<file path="src/rtl/irq_pkg.sv">
// Shared constants and helpers for the interrupt pending controller.
package irq_pkg;
    localparam int unsigned N_IRQ      = 8;
    localparam int unsigned IDX_W      = 3;
    localparam int unsigned MODE_LEVEL = 0;
    localparam int unsigned MODE_EDGE  = 1;

    typedef logic [N_IRQ-1:0] irq_vec_t;
    typedef logic [IDX_W-1:0] irq_idx_t;

    function automatic irq_vec_t onehot8(input irq_idx_t idx);
        irq_vec_t v;
        v      = '0;
        v[idx] = 1'b1;
        return v;
    endfunction
endpackage

</file>
<file path="src/rtl/irq_pend_ctrl_if.sv">
// Valid/ready channel carrying the selected interrupt ID downstream.
interface irq_pend_ctrl_if;
    logic                      irq_valid;
    logic [irq_pkg::IDX_W-1:0] irq_id;
    logic                      irq_ready;

    modport master (output irq_valid, output irq_id, input irq_ready);
    modport slave  (input irq_valid, input irq_id, output irq_ready);
endinterface

</file>
<file path="src/rtl/irq_prio_sel.sv">
// Combinational highest-index selector over an 8-bit request vector.
module irq_prio_sel
    import irq_pkg::*;
(
    input  irq_vec_t vec,
    output irq_idx_t idx,
    output logic     any
);
    always_comb begin
        idx = '0;
        for (int unsigned i = 0; i < N_IRQ; i++) begin
            if (vec[i]) idx = IDX_W'(i);
        end
        any = |vec;
    end
endmodule

</file>
<file path="src/rtl/irq_pend_ctrl.sv">
// Interrupt pending controller: sync, event detect, pending bits, and a
// registered valid/ready ID presenter with highest-index priority.
module irq_pend_ctrl
    import irq_pkg::*;
#(
    parameter int unsigned SYNC_STAGES = 2,
    parameter int unsigned EDGE_MODE   = 1
) (
    input  logic                   clk,
    input  logic                   rst_n,
    input  logic [N_IRQ-1:0]       irq_in,
    input  logic [N_IRQ-1:0]       irq_mask,
    input  logic                   en,
    irq_pend_ctrl_if.master        irq_bus,
    output logic                   irq_any,
    output logic                   irq_none,
    output logic [N_IRQ-1:0]       pending
);
    irq_vec_t sync_q [SYNC_STAGES];
    irq_vec_t sync_d [SYNC_STAGES];
    irq_vec_t s_dly_q, s_dly_d;
    irq_vec_t pending_q, pending_d;
    logic     valid_q, valid_d;
    irq_idx_t id_q, id_d;

    irq_vec_t s, ev, clr, cand;
    logic     acc, cand_any;
    irq_idx_t cand_idx;

    always_comb begin
        sync_d[0] = irq_in;
        for (int unsigned i = 1; i < SYNC_STAGES; i++) sync_d[i] = sync_q[i-1];
    end

    assign s       = sync_q[SYNC_STAGES-1];
    assign s_dly_d = s;
    assign ev      = (EDGE_MODE == MODE_EDGE) ? (s & ~s_dly_q) : s;
    assign acc     = valid_q & irq_bus.irq_ready;
    assign clr     = acc ? onehot8(id_q) : '0;
    // The accepted line is excluded so the reload does not re-present it.
    assign cand    = pending_q & irq_mask & ~clr;

    irq_prio_sel u_sel (
        .vec (cand),
        .idx (cand_idx),
        .any (cand_any)
    );

    always_comb begin
        pending_d = ev | (pending_q & ~clr);
        valid_d   = valid_q;
        id_d      = id_q;
        if (!valid_q || acc) begin
            valid_d = en & cand_any;
            id_d    = cand_idx;
        end else if (!en) begin
            valid_d = 1'b0;
        end
    end

    always_ff @(posedge clk) begin
        if (!rst_n) begin
            for (int unsigned i = 0; i < SYNC_STAGES; i++) sync_q[i] <= '0;
            s_dly_q   <= '0;
            pending_q <= '0;
            valid_q   <= 1'b0;
            id_q      <= '0;
        end else begin
            for (int unsigned i = 0; i < SYNC_STAGES; i++) sync_q[i] <= sync_d[i];
            s_dly_q   <= s_dly_d;
            pending_q <= pending_d;
            valid_q   <= valid_d;
            id_q      <= id_d;
        end
    end

    assign irq_bus.irq_valid = valid_q;
    assign irq_bus.irq_id    = id_q;
    assign pending           = pending_q;
    assign irq_any           = en & |(pending_q & irq_mask);
    assign irq_none          = en & ~irq_any;
endmodule

</file>
<file path="src/flat_wrapper.sv">
// flat-port wrapper written by rule: the top's interface ports become plain ports
module irq_pend_ctrl_flat import irq_pkg::*;
#(
    parameter int unsigned SYNC_STAGES = 2,
    parameter int unsigned EDGE_MODE   = 1
)
  (clk, rst_n, irq_in, irq_mask, en, irq_any, irq_none, pending, irq_bus_irq_valid, irq_bus_irq_id, irq_bus_irq_ready);
  irq_pend_ctrl_if irq_bus_i ();
  input  logic clk;
  input  logic rst_n;
  input  logic [N_IRQ-1:0] irq_in;
  input  logic [N_IRQ-1:0] irq_mask;
  input  logic en;
  output logic irq_any;
  output logic irq_none;
  output logic [N_IRQ-1:0] pending;
  output wire logic [$bits(irq_bus_i.irq_valid)-1:0] irq_bus_irq_valid;
  output wire logic [$bits(irq_bus_i.irq_id)-1:0] irq_bus_irq_id;
  input wire logic [$bits(irq_bus_i.irq_ready)-1:0] irq_bus_irq_ready;
  assign irq_bus_irq_valid = irq_bus_i.irq_valid;
  assign irq_bus_irq_id = irq_bus_i.irq_id;
  assign irq_bus_i.irq_ready = irq_bus_irq_ready;
  irq_pend_ctrl #(.SYNC_STAGES(SYNC_STAGES), .EDGE_MODE(EDGE_MODE)) u_core (.clk(clk), .rst_n(rst_n), .irq_in(irq_in), .irq_mask(irq_mask), .en(en), .irq_bus(irq_bus_i), .irq_any(irq_any), .irq_none(irq_none), .pending(pending));
endmodule
</file>
<file path="config.mk">
export PLATFORM = sky130hd
export DESIGN_NAME = irq_pend_ctrl_flat
export DESIGN_NICKNAME = d
export VERILOG_FILES = /design/src/rtl/irq_pkg.sv /design/src/rtl/irq_pend_ctrl_if.sv /design/src/rtl/irq_prio_sel.sv /design/src/rtl/irq_pend_ctrl.sv /design/src/flat_wrapper.sv
export SDC_FILE = /design/constraint.sdc
export NUM_CORES = 1
export LEC_CHECK = 0
export ABC_AREA = 1
export BUFFER_PORTS_ARGS = -buffer_cell sky130_fd_sc_hd__buf_4
export CAP_MARGIN = 20
export CORE_MARGIN = 3
export CORE_UTILIZATION = 30
export DETAILED_ROUTE_END_ITERATION = 12
export GPL_TIMING_DRIVEN = 0
export PLACE_DENSITY = 0.58
export SLEW_MARGIN = 20
export SYNTH_ARGS = -nofsm -noshare
export SYNTH_HDL_FRONTEND = slang
export SYNTH_HIERARCHICAL = 1
export SYNTH_SLANG_ARGS = --single-unit
</file>
<file path="constraint.sdc">
create_clock -name clk -period 1.6 [get_ports clk]
set_input_delay 0.4 -clock clk [delete_from_list [all_inputs] [get_ports clk]]
set_output_delay 0.4 -clock clk [all_outputs]
set_load 0.02 [all_outputs]
</file>
---- Word-level counts from Yosys, hierarchy flattened ----
Memories as Yosys holds them, arrays and structs flattened.
Cells that the tools add are included.
operators by class
  $add $sub $neg .......................... 0
  $mul .................................... 0
  divide/modulo/power cells ............... 0
  $lt $le $gt $ge ......................... 2
  equal/unequal tests ..................... 1
  shifts and indexed selects .............. 0
  multiplexer cells ....................... 16
  bitwise logic cells ..................... 14
  reductions and logical operators ........ 5
operator list
  kind                count
  $and 8x8->8         4
  $mux 8              3
  $mux 3              6
  $not 8->8           2
  $reduce_or 8->1     2
  $or 8x8->8          1
  $mux 1              6
  $and 1x1->1         4
  $lt 3x4->1 const B  1
  $demux 1 s3         1
  $ge 3x1->1 const B  1
  $ne 2x1->1 const B  1
  $or 1x1->1          2
  $logic_and 1x1->1   1
  $logic_not 1->1     1
  $logic_or 1x1->1    1
  $not 1->1           1
word-level totals
  bits in registers ....................... 20
  latch bits .............................. 0
  RAM bits ................................ 16
  bits in read-only memories .............. 0
  input bits .............................. 20
  output and inout port bits .............. 14
  memories kept ........................... 1
memories
  memory         depth  bits a word  read ports  clocked after Yosys merged registers in  write ports  RTL line             RTL
  u_core.sync_q  2      8            2           0                                        2            irq_pend_ctrl.sv:19  irq_vec_t sync_q [SYNC_STAGES];

---- Logic depth before layout (Yosys ltp) ----
  word-level depth ........................ 14
  gate-level depth with buffers ........... 13
  depth with buffers taken out ............ 13

---- Hierarchy ----
Netlist, hierarchy kept.
by module, submodules not included
  module         times used  cells an instance  area each (um2)  sequential area each (um2)
  irq_pend_ctrl  1           168                1278.7           720.7
  irq_prio_sel   1           20                 77.6             0.0

---- Worst setup path after synthesis ----
OpenSTA, ideal clock, no wires.
  path type ............................... reg2reg
  start ................................... register u_core.id_q[0], in the netlist u_core/irq_bus.irq_id[0]
  end ..................................... register u_core.id_q[0], in the netlist u_core/irq_bus.irq_id[0]
  setup time .............................. 118 ps
  arrival time ............................ 1310 ps
  data required time ...................... 1482 ps
  path slack .............................. 172 ps
  cell stages (with the launch flop) ...... 12
  clock period less this slack ............ 1428 ps
  cell sequence ........................... dfxtp_1 -> nand3_1 -> nor2_1 -> nor2_1 -> inv_1 -> nand2_1 -> nand2_1 -> nand2_1 -> nand2_1 -> nand2_1 -> o21ai_0 -> nor2_1
RTL lines
  what                                                                   RTL line             RTL
  start, declared                                                        irq_pend_ctrl.sv:24  irq_idx_t id_q, id_d;
  start signal, assigned                                                 irq_pend_ctrl.sv:73  id_q <= id_d;
  $lt 3x4->1 (implied by the code) / $ge 3x1->1 (equally long branches)  irq_pkg.sv:14        v[idx] = 1'b1;
  $logic_and 1x1->1 (implied by the code)                                irq_pkg.sv:14
  $mux 1 (implied by the code)                                           irq_pkg.sv:14
  $demux 1 s3 *                                                          n/a
  $mux 8 *                                                               irq_pend_ctrl.sv:39  assign clr = acc ? onehot8(id_q) : '0;
  $not 8->8 *                                                            irq_pend_ctrl.sv:41  assign cand = pending_q & irq_mask & ~clr;
  $and 8x8->8 *                                                          irq_pend_ctrl.sv:41
  named net u_core.cand[3]                                               irq_pend_ctrl.sv:26  irq_vec_t s, ev, clr, cand;
  $mux 3 * (5 in a row)                                                  irq_prio_sel.sv:12   if (vec[i]) idx = IDX_W'(i);
  named net u_core.cand_idx[0]                                           irq_pend_ctrl.sv:28  irq_idx_t cand_idx;
Mark *: on every way through the listed nets, which the timed path passes. The rest lies on a longest branch.
A chain may end at the register's enable or synchronous reset.

---- Worst setup path in the final report ----
  start ................................... register u_core.pending_q[6], in the netlist u_core/pending[6]
  end ..................................... output port irq_none
between the ends
  cells in the longest elaborated chain, start to end .. 5
ends and longest elaborated chain
  what                    RTL line             RTL
  start, declared         irq_pend_ctrl.sv:22  irq_vec_t pending_q, pending_d;
  start signal, assigned  irq_pend_ctrl.sv:71  pending_q <= pending_d;
  $and 8x8->8             irq_pend_ctrl.sv:80  assign irq_any = en & |(pending_q & irq_mask);
  $reduce_or 8->1         irq_pend_ctrl.sv:80
  $and 1x1->1             irq_pend_ctrl.sv:80
  $not 1->1               irq_pend_ctrl.sv:81  assign irq_none = en & ~irq_any;
  $and 1x1->1             irq_pend_ctrl.sv:81
  end, declared           flat_wrapper.sv:15   output logic irq_none;
No other way between the ends.

==> impl.org <==
** Place
- Total placed instance area :: 1660 um^2
- Number of port buffers :: 32
- Final weighted congestion in routability-driven placement :: 0.786
- In this run, placement finished with an instance count of 270.
- DP HPWL :: 1.92 mm

** GRT
- Via count of the first global-routing pass :: 997
- The first global-routing pass estimated 4.17 mm of wire.
- After global routing the overflow that remains totals 0.
- Largest net degree at the start of global routing :: 13
- Global routing usage summed across all routing layers :: 10.5%
- The number of antenna violations at the first check in global routing was 0.

** Critical path
- CP Max Fanout :: 3
- The most critical setup path has its endpoint at irq_none.
- Reg2reg path depth :: 7
- The most critical setup path has its startpoint at u_core/pending[6]$_SDFF_PN0_.
- Origin of the critical flop-to-flop path :: u_core/irq_bus.irq_valid$_SDFFE_PN0P_
- In this run the critical register-to-register path is captured at u_core/irq_bus.irq_id[1]$_SDFFE_PN0P_.
- Nature of the critical path endpoint :: output pin
- In this run the register-to-register setup slack is 0.18 ns.
- Critical Path Start Type :: flop
- Worst Path Arrival :: 1.17 ns
- The critical path in this run is classified as flop to output pin.
- Data required time of the critical path :: 1.20 ns

** STA
- Clk_skew :: 0.00533 ns
- In the finished design, the share of the clock period the worst path needs comes to 98.0%.
- Max Fclk :: 0.638 GHz
- Setup violations remaining at the end of the flow were counted as 0.
- The number of max-slew violations in the final report came to 0.
- For the pin with the worst max-slew slack, the measured transition is 0.266 ns.
- Across all hold checks on the routed design, the worst slack comes to 0.289 ns.
- For the finished layout, the period the worst path requires is 1.57 ns.
- Setup repair after global routing could not meet its margin everywhere.
- Setup TNS Final :: 0 ns
- Hold Fails Final Rpt :: 0
- Tightest slew margin relative to the limit :: 82.2%

** Route
- Detailed Routing Iterations Pass 1 :: 5
- The first routing iteration left 47 violations.
- In the routed layout, each cell is associated on average with a via count of 4.15.
- Routed wire length per instance :: 9.22 um
- For this block, the routed nets add up to 2.58 mm of wire.
- For this block, the via count after detailed routing is 1162.
- Residual antenna-violating net count after detailed routing :: 0
- Drt drc :: 0

** CTS
- CTS saw 36 sinks.
- Buffer cell driving the clock tree root :: sky130_fd_sc_hd__clkbuf_8
- Number of H-tree levels :: 2
- For this design, the CTS-stage hold fixing added 0 buffers.
- TritonCTS built the clock tree.
- Source-to-sink clock delay at the later pin of the worst-skew pair :: 0.29 ns
- Clock buffers created by TritonCTS :: 5
- Clock transition at the registers of the reported paths :: 0.07 ns
- The clock passes through at most 2 buffers.

** Floorplanning
- Measured along the x axis, the die boundary spans 73.2 um.
- The die covers 5360 um^2.
- 34 I/O pins were placed.
- The floorplan has 23 rows.
- For this configuration, the core starts out at a cell density of 32.5%.
- Die Height :: 73.2 um
- The core region is 4170 um^2.

** Cells and area
- Commonest non-fill, non-tap cell in the layout :: sky130_fd_sc_hd__nand2_1
- Final non-filler cell area :: 1840 um^2
- Area growth from synthesis to layout :: 36.0%
- Of the cells placed in the final design, the portion with a size suffix greater than 1 is 33.0%.
- Net total in the final layout :: 249
- Post-route insts no fill :: 280
- 0 antenna diodes ended up in the layout.
- After filler insertion, the fill cell instance count of the layout stands at 416.
- Leaving out fill and tap cells, the most frequent cells in the layout are sky130_fd_sc_hd__nand2_1, sky130_fd_sc_hd__inv_1, sky130_fd_sc_hd__buf_4, sky130_fd_sc_hd__dfxtp_1, sky130_fd_sc_hd__nor2_1.

** Pwr
- Across the VDD grid, the largest voltage drop is 0.529 mV.
- P_leak :: 1.05 nW
- Power per cell area :: 1090 nW/um^2
- Total power for the finished layout comes to 0.00200 W.

** Logic synthesis
- Count of unique library cells instantiated by Yosys :: 14
- Share of synthesized flip-flops with an asynchronous set or reset :: 0%
- Number of nets in the synthesized netlist :: 208
- Primary FF master, synth :: sky130_fd_sc_hd__dfxtp_1
- For this run, the number of Yosys warnings is 6.
- After synthesis the cells add up to 1360 um^2.
- After technology mapping, the gate count stands at 188.
- Number of enable-type register cells in the synthesized netlist :: 0
- The share of the Yosys chip area taken by registers is 53.1%.
- Register bit total from synthesis :: 36
- The average instance in the mapped netlist occupies 7.21 um^2.

** Job
- Reported max-cap violation count :: 0

** Min path
- Cells on Worst Hold Path :: 3
- Kind of path behind the tightest hold check :: input port to flop

** Status
- Result of the run :: completed
## worst min-delay path by stage
| stage | startpoint | endpoint |
|---|---|---|
| 2_1_floorplan | u_core/sync_q[0][1]$_SDFF_PN0_ | u_core/sync_q[0][9]$_SDFF_PN0_ |
| 3_3_place_gp | u_core/sync_q[0][1]$_SDFF_PN0_ | u_core/sync_q[0][9]$_SDFF_PN0_ |
| 3_5_place_dp | u_core/sync_q[0][2]$_SDFF_PN0_ | u_core/sync_q[0][10]$_SDFF_PN0_ |
| 4_1_cts | irq_in[0] | u_core/sync_q[0][0]$_SDFF_PN0_ |
| 5_1_grt | irq_in[7] | u_core/sync_q[0][7]$_SDFF_PN0_ |
| 6_report | irq_in[0] | u_core/sync_q[0][0]$_SDFF_PN0_ |
## power by group
group	switching, W	total [W]	internal (W)	leakage, nW
Combinational	0.000133	0.000245	0.000112	0.699
Clock	0.000327	0.000788	0.000461	0.0541
Sequential	0.0000261	0.000969	0.000943	0.300
Total	0.000486	0.00200	0.00152	1.05
## cells by family (layout without fill, tap and decap cells)
| group | Yosys count | count (layout) | share of synthesized area, % |
|---|---|---|---|
| AO/OA/AOI/OAI | 14 | 14 | 5.44 |
| AND/OR/NAND/NOR | 96 | 96 | 29.1 |
| buffers and inverters | 42 | 84 | 12.4 |
| flip-flops | 36 | 36 | 53.1 |
## registers in the layout, summed over array words and instances, names as in the netlist
signal / count
u_core/irq_bus.irq_valid: 1
u_core/sync_q: 16
u_core/pending: 8
u_core/s_dly_q: 8
u_core/irq_bus.irq_id: 3
## synthesized netlist by cell type, types with 2 or more instances
cell	instances	area, um^2
sky130_fd_sc_hd__a21oi_1	8	40.0
sky130_fd_sc_hd__buf_2	2	10.0
sky130_fd_sc_hd__dfxtp_1	36	721
sky130_fd_sc_hd__o22ai_1	3	18.8
sky130_fd_sc_hd__o21ai_0	3	15.0
sky130_fd_sc_hd__nand2_1	65	244
sky130_fd_sc_hd__nor3_1	2	10.0
sky130_fd_sc_hd__nor2_1	15	56.3
sky130_fd_sc_hd__inv_1	38	143
sky130_fd_sc_hd__nand3_1	7	35.0
sky130_fd_sc_hd__buf_4	2	15.0
sky130_fd_sc_hd__or2_2	5	31.3
## metal layers
layer  wire (um)  track usage [%]
met5           0                0
met3         232             3.86
met4          69             6.56
met2        1170             16.7
met1        1110             11.9
## critical path: stages, from the launching register on
cell                      delay, ns
sky130_fd_sc_hd__dfxtp_2       0.33
sky130_fd_sc_hd__nand2_2       0.08
sky130_fd_sc_hd__nand2_2       0.07
sky130_fd_sc_hd__nor2_4        0.10
sky130_fd_sc_hd__nand2_1       0.05
sky130_fd_sc_hd__nor2_1        0.10
sky130_fd_sc_hd__buf_4         0.14
## per-stage QoR
step	util [%]	setup slack (ns)
2_1_floorplan	-	0.172
3_3_place_gp	39.8	0.0229
3_5_place_dp	39.8	0.0220
4_1_cts	43.1	0.000987
5_1_grt	44.2	-0.0670
6_report	44.2	0.0320
## area by class of cell
type | count | area (um^2) | share of cell area (%)
inverter | 38 | 143 | 7.73
sequential | 36 | 732 | 39.7
tap | 50 | 62.6 | 3.39
clock inverter | 3 | 42.5 | 2.31
clock buffer | 5 | 68.8 | 3.73
multi-input combinational | 110 | 515 | 28.0
timing repair buffer | 34 | 255 | 13.8
buffer | 4 | 25.0 | 1.36
## what timing repair did
action,CTS,global route
setup endpoints to repair,2,6
pin swaps,4,7
resized for setup,10,15
cloned,0,0
setup buffers,1,1
(Power assumes the default switching activity.)
